`src/rtl/picorv32_mem_arbiter.sv`:
```
// Two-requester arbiter sharing one picorv32 native memory port.
// Round-robin or fixed priority, one transaction per grant, optional hang watchdog.
module picorv32_mem_arbiter #(
    parameter int ROUND_ROBIN    = 1,
    parameter int TIMEOUT_CYCLES = 0
) (
    input  logic        clk,
    input  logic        resetn,

    input  logic        m0_mem_valid,
    input  logic        m0_mem_instr,
    input  logic [31:0] m0_mem_addr,
    input  logic [31:0] m0_mem_wdata,
    input  logic [3:0]  m0_mem_wstrb,
    output logic        m0_mem_ready,
    output logic [31:0] m0_mem_rdata,

    input  logic        m1_mem_valid,
    input  logic        m1_mem_instr,
    input  logic [31:0] m1_mem_addr,
    input  logic [31:0] m1_mem_wdata,
    input  logic [3:0]  m1_mem_wstrb,
    output logic        m1_mem_ready,
    output logic [31:0] m1_mem_rdata,

    output logic        s_mem_valid,
    output logic        s_mem_instr,
    output logic [31:0] s_mem_addr,
    output logic [31:0] s_mem_wdata,
    output logic [3:0]  s_mem_wstrb,
    input  logic        s_mem_ready,
    input  logic [31:0] s_mem_rdata,

    output logic [1:0]  grant,
    output logic        timeout_err
);
    // State encoding doubles as the one-hot grant vector.
    typedef enum logic [1:0] {
        S_IDLE = 2'b00,
        S_GNT0 = 2'b01,
        S_GNT1 = 2'b10
    } state_t;

    localparam bit          WDOG_EN   = (TIMEOUT_CYCLES > 0);
    localparam logic [15:0] WDOG_LAST = WDOG_EN ? 16'(TIMEOUT_CYCLES - 1) : 16'd0;

    state_t      r_state;
    state_t      w_state_next;
    logic [1:0]  r_grant;
    logic [1:0]  w_grant_next;
    logic        r_last_owner;
    logic        w_last_owner_next;
    logic [15:0] r_wdog;
    logic [15:0] w_wdog_next;
    logic        w_in_gnt;
    logic        w_owner;
    logic        w_owner_valid;
    logic        w_timeout;

    assign w_in_gnt      = (r_state == S_GNT0) || (r_state == S_GNT1);
    assign w_owner       = (r_state == S_GNT1);
    assign w_owner_valid = w_owner ? m1_mem_valid : m0_mem_valid;
    // A slave ready in the final watchdog cycle wins over the forced completion.
    assign w_timeout     = WDOG_EN && w_in_gnt && w_owner_valid && !s_mem_ready
                           && (r_wdog == WDOG_LAST);

    always_ff @(posedge clk or negedge resetn) begin
        if (!resetn) begin
            r_state      <= S_IDLE;
            r_grant      <= 2'b00;
            r_last_owner <= 1'b1;
            r_wdog       <= 16'd0;
        end else begin
            r_state      <= w_state_next;
            r_grant      <= w_grant_next;
            r_last_owner <= w_last_owner_next;
            r_wdog       <= w_wdog_next;
        end
    end

    always_comb begin
        w_state_next      = r_state;
        w_last_owner_next = r_last_owner;
        w_wdog_next       = r_wdog;
        case (r_state)
            S_IDLE: begin
                w_wdog_next = 16'd0;
                if (m0_mem_valid && m1_mem_valid) begin
                    if ((ROUND_ROBIN != 0) && !r_last_owner) w_state_next = S_GNT1;
                    else                                      w_state_next = S_GNT0;
                end else if (m0_mem_valid) begin
                    w_state_next = S_GNT0;
                end else if (m1_mem_valid) begin
                    w_state_next = S_GNT1;
                end
            end
            S_GNT0, S_GNT1: begin
                if (s_mem_ready || w_timeout) begin
                    w_state_next      = S_IDLE;
                    w_last_owner_next = w_owner;
                    w_wdog_next       = 16'd0;
                end else if (!w_owner_valid) begin
                    // Owner withdrew mid-transaction: release without a ready pulse.
                    w_state_next = S_IDLE;
                    w_wdog_next  = 16'd0;
                end else if (WDOG_EN) begin
                    w_wdog_next = r_wdog + 16'd1;
                end
            end
            default: w_state_next = S_IDLE;
        endcase
        w_grant_next = {w_state_next == S_GNT1, w_state_next == S_GNT0};
    end

    always_comb begin
        s_mem_valid  = 1'b0;
        s_mem_instr  = 1'b0;
        s_mem_addr   = 32'd0;
        s_mem_wdata  = 32'd0;
        s_mem_wstrb  = 4'd0;
        m0_mem_ready = 1'b0;
        m1_mem_ready = 1'b0;
        case (r_state)
            S_GNT0: begin
                s_mem_valid  = m0_mem_valid;
                s_mem_instr  = m0_mem_instr;
                s_mem_addr   = m0_mem_addr;
                s_mem_wdata  = m0_mem_wdata;
                s_mem_wstrb  = m0_mem_wstrb;
                m0_mem_ready = s_mem_ready || w_timeout;
            end
            S_GNT1: begin
                s_mem_valid  = m1_mem_valid;
                s_mem_instr  = m1_mem_instr;
                s_mem_addr   = m1_mem_addr;
                s_mem_wdata  = m1_mem_wdata;
                s_mem_wstrb  = m1_mem_wstrb;
                m1_mem_ready = s_mem_ready || w_timeout;
            end
            default: ;
        endcase
    end

    assign m0_mem_rdata = w_timeout ? 32'h0 : s_mem_rdata;
    assign m1_mem_rdata = w_timeout ? 32'h0 : s_mem_rdata;
    assign grant        = r_grant;
    assign timeout_err  = w_timeout;
endmodule

```
`config.mk`:
```
export PLATFORM = sky130hd
export DESIGN_NAME = picorv32_mem_arbiter
export DESIGN_NICKNAME = d
export VERILOG_FILES = /design/src/rtl/picorv32_mem_arbiter.sv
export SDC_FILE = /design/constraint.sdc
export NUM_CORES = 1
export LEC_CHECK = 0
export CAP_MARGIN = 20
export CORE_AREA = 2 2 121 123
export DETAILED_ROUTE_END_ITERATION = 8
export DIE_AREA = 0 0 123 125
export SETUP_SLACK_MARGIN = 0.02
export SLEW_MARGIN = 40
export SYNTH_ARGS = -nofsm -noshare
export SYNTH_HDL_FRONTEND = slang
export SYNTH_SLANG_ARGS = --single-unit
```
`constraint.sdc`:
```
create_clock -name clk -period 2.2 [get_ports clk]
set_clock_uncertainty 0.05 [all_clocks]
set_input_delay 0.33 -clock clk [delete_from_list [all_inputs] [get_ports clk]]
set_output_delay 0.33 -clock clk [all_outputs]
set_load 0.01 [all_outputs]
```
==> impl_results.md <==
* P per Cell Area at ~950 nW/µm²
* Met3 usage at under 10%
* Reg-to-reg endpoint: grant[0]
* CTS Buffer Depth at 2
* Synth cell types at 23
* Initial Util at roughly an eighth
* Worst setup SP type: flop
* Clk_lat worst skew at 230 ps
* Most frequent cells after synthesis: 70 x a22oi_1, 70 x nor2b_1, 65 x buf_4, 16 x clkbuf_1, 7 x buf_2
* Fmax at between 0.4 and 0.5 GHz
* CP arrival at 1720 ps
* Fin. Hold Viols at 0
* GRT met1 Usage at around 11%
* # clock sinks at 5
* Largest cells by area after synthesis: a22oi_1 28%, buf_4 26%, nor2b_1 23%
* Pins Over Slew Limit at 0
* Design Area, Final at roughly 4000 µm²
* Synth Cell Area at 1880 µm²
* Clk slew on worst S/H paths at approximately 40 ps
* DRC Markers at 0
* Cell Count, Final, Fillers Out at about 590
* Critical path's largest stage delay at between 300 and 400 ps
* Fill cells at between 1.5k and 2k
* Total power at approximately 0.0038 W
* Synthesized area per cell at around 7.2 µm²
* CTS tree: built
* Top Usage Layer GRT: met2
* WHS at 281 ps
* Min-delay worst type: in2async
* Seq/Total Area, Yosys at about 6.7%
* Util after Layout at between 20 and 30%
* Worst path required time at around 1800 ps
* Die H at approximately 130 µm
* Synth Flop Type: dfrtp_1
* Row count at 44
* Gr ovfl total at 0
* Synthesized flop and latch total at 5
* H-tree depth at 1
* Crit path max-delay family: buffers and inverters
* Die Wd at approximately 120 µm
* Vias in the first global route at about 2.5k
* Post-synth EDFFs at 0
* Total number of vias at about 2.4k
* Syn. warnings at 0
* Flop-to-flop setup slack at ~400 ps
* Drt wl/cell at around 16 µm
* Buffers on Ports at about 220
* Status: complete, no violations
* I/O Pins at approximately 310
* WP buf/inv at 3
* Cell depth of the worst flop-to-flop path at 7
* Synth async-reset ratio at 100%
* Final setup viols at 0
* Multi-input logic area at roughly 1200 µm²
* Crit path time final at 2100 ps
* Layout cells sized above 1 at between 8 and 9%
* Worst path slowest cell: dfrtp_1
* Die area at between 15000 and 20000 µm²
* CP Max Fanout at 31
* Num CTS Buffers at 3
* Final HPWL from detailed placement at roughly 6.6 mm
* Gr usage total at a little over a tenth
* Register area at about 130 µm²
* CTS Root Cell: clkbuf_16
* Largest area contributor in the netlist: a22oi_1
* Max IR drop VDD at 501 µV
* Met2 Usage GRT at between 20% and 30%
* Post-route ant nets at 0
* Placed insts at 582
* Tcrit/Tclk final at a little over nine tenths
* Syn Nets at 440
* Max-Cap Viols at 0
* Critical Path, Cell by Cell: buf_4 > ha_4 > buf_12 > a22oi_1 > nor2b_1 > dlygate4sd2_1
* Avg Vias per Cell at 4.14
* Reg2reg start: r_state[0]
* DR iter-0 viols at 77
* Syn-to-layout area delta at 112%
* Gp weighted congestion at roughly 0.70
* Crit Path Class: reg2out
* Synth top area share at 27.9%
* Core box area at around 14000 µm²
* CP endpoint kind: output pin
* Largest net degree at the start of global routing at 38
* Initial antenna violation count at 1
* Cell count after synthesis at 261
* Total wire length at 9.33 mm
* RSZ-0062 raised after global routing: yes
* First-pass GRT wire length at 13.1 mm
* Fin nets at 587
* DR pass1 iterations at 4
* Ant diodes at 0
* Pleak at about 1.7 nW
* Post-DP Area at 3840 µm²
-- report_power, final --
group,switching [W],internal [W]
Sequential,0.0000230,0.000135
Clock,0.0000685,0.000241
Combinational,0.00154,0.00179
-- per-stage QoR --
stage	setup TNS (ps)	worst slack, ps
final	0	102
after global routing	0	19.5
after CTS	0	24.2
after detailed placement	-14.8	-14.8
after global placement	0	11.5
after floorplan	0	390
-- sequential cells by signal, summed over array words and instances, names as in the netlist --
register and count:
grant 2, r_state 2, r_last_owner 1
-- cell usage in the layout, fill, tap and decap left out, types with 2 or more instances in the layout --
cell type,n
a22oi_1,65
a22oi_2,5
and2_1,2
buf_12,6
buf_16,2
buf_4,6
clkbuf_16,3
clkdlybuf4s50_1,144
dfrtp_1,4
dlygate4sd2_1,70
ha_4,3
inv_2,2
nand2_1,4
nor2_1,3
nor2b_1,70
nor3b_2,2
-- metal layers --
layer | vias to the layer above | wire length [µm]
met5 | - | 0
met3 | 33 | 887
met2 | 147 | 4750
li1 | 1135 | -
met1 | 1134 | 3450
met4 | 0 | 245
-- kinds of logic (layout without fill, tap and decap cells) --
logic type,Yosys count,in the layout,synth area share [%]
muxes,2,2,1.13
and+or+nand+nor,83,83,27.4
AOI/OAI and AO/OA,74,74,29.7
DFF,5,5,6.71
other,1,1,0.199
buffers and inverters,92,238,32.1
adders and majority gates,4,4,2.66
-- area by class of cell --
cell class              instances  share of cell area, %
repair buffers                231                   58.4
multi-input cells             164                   30.4
inverters                       3                  0.282
clock buffers                   4                   1.98
well taps                     184                   5.77
flip-flops and latches          5                   3.17
-- timing repair --
| item | CTS | global route |
|---|---|---|
| resized for setup | 80 | 7 |
| buffers inserted | 2 | 0 |
| endpoints found under the setup margin | 72 | 19 |
| hold buffers | 0 | 0 |
| cloned | 3 | 0 |
-- worst max-delay path by stage --
stage          startpoint              end  slack, ps  cells after the start
2_1_floorplan  r_state[0]    s_mem_addr[0]        390                      5
3_3_place_gp   r_state[0]   s_mem_wdata[4]         10                      6
3_5_place_dp   r_state[0]   s_mem_wdata[4]        -10                      6
4_1_cts        r_state[0]  s_mem_wdata[16]         20                      6
5_1_grt        r_state[0]   s_mem_addr[26]         20                      6
6_report       r_state[0]   s_mem_addr[26]        100                      6
Note: power is estimated with default switching activity, not from simulation.
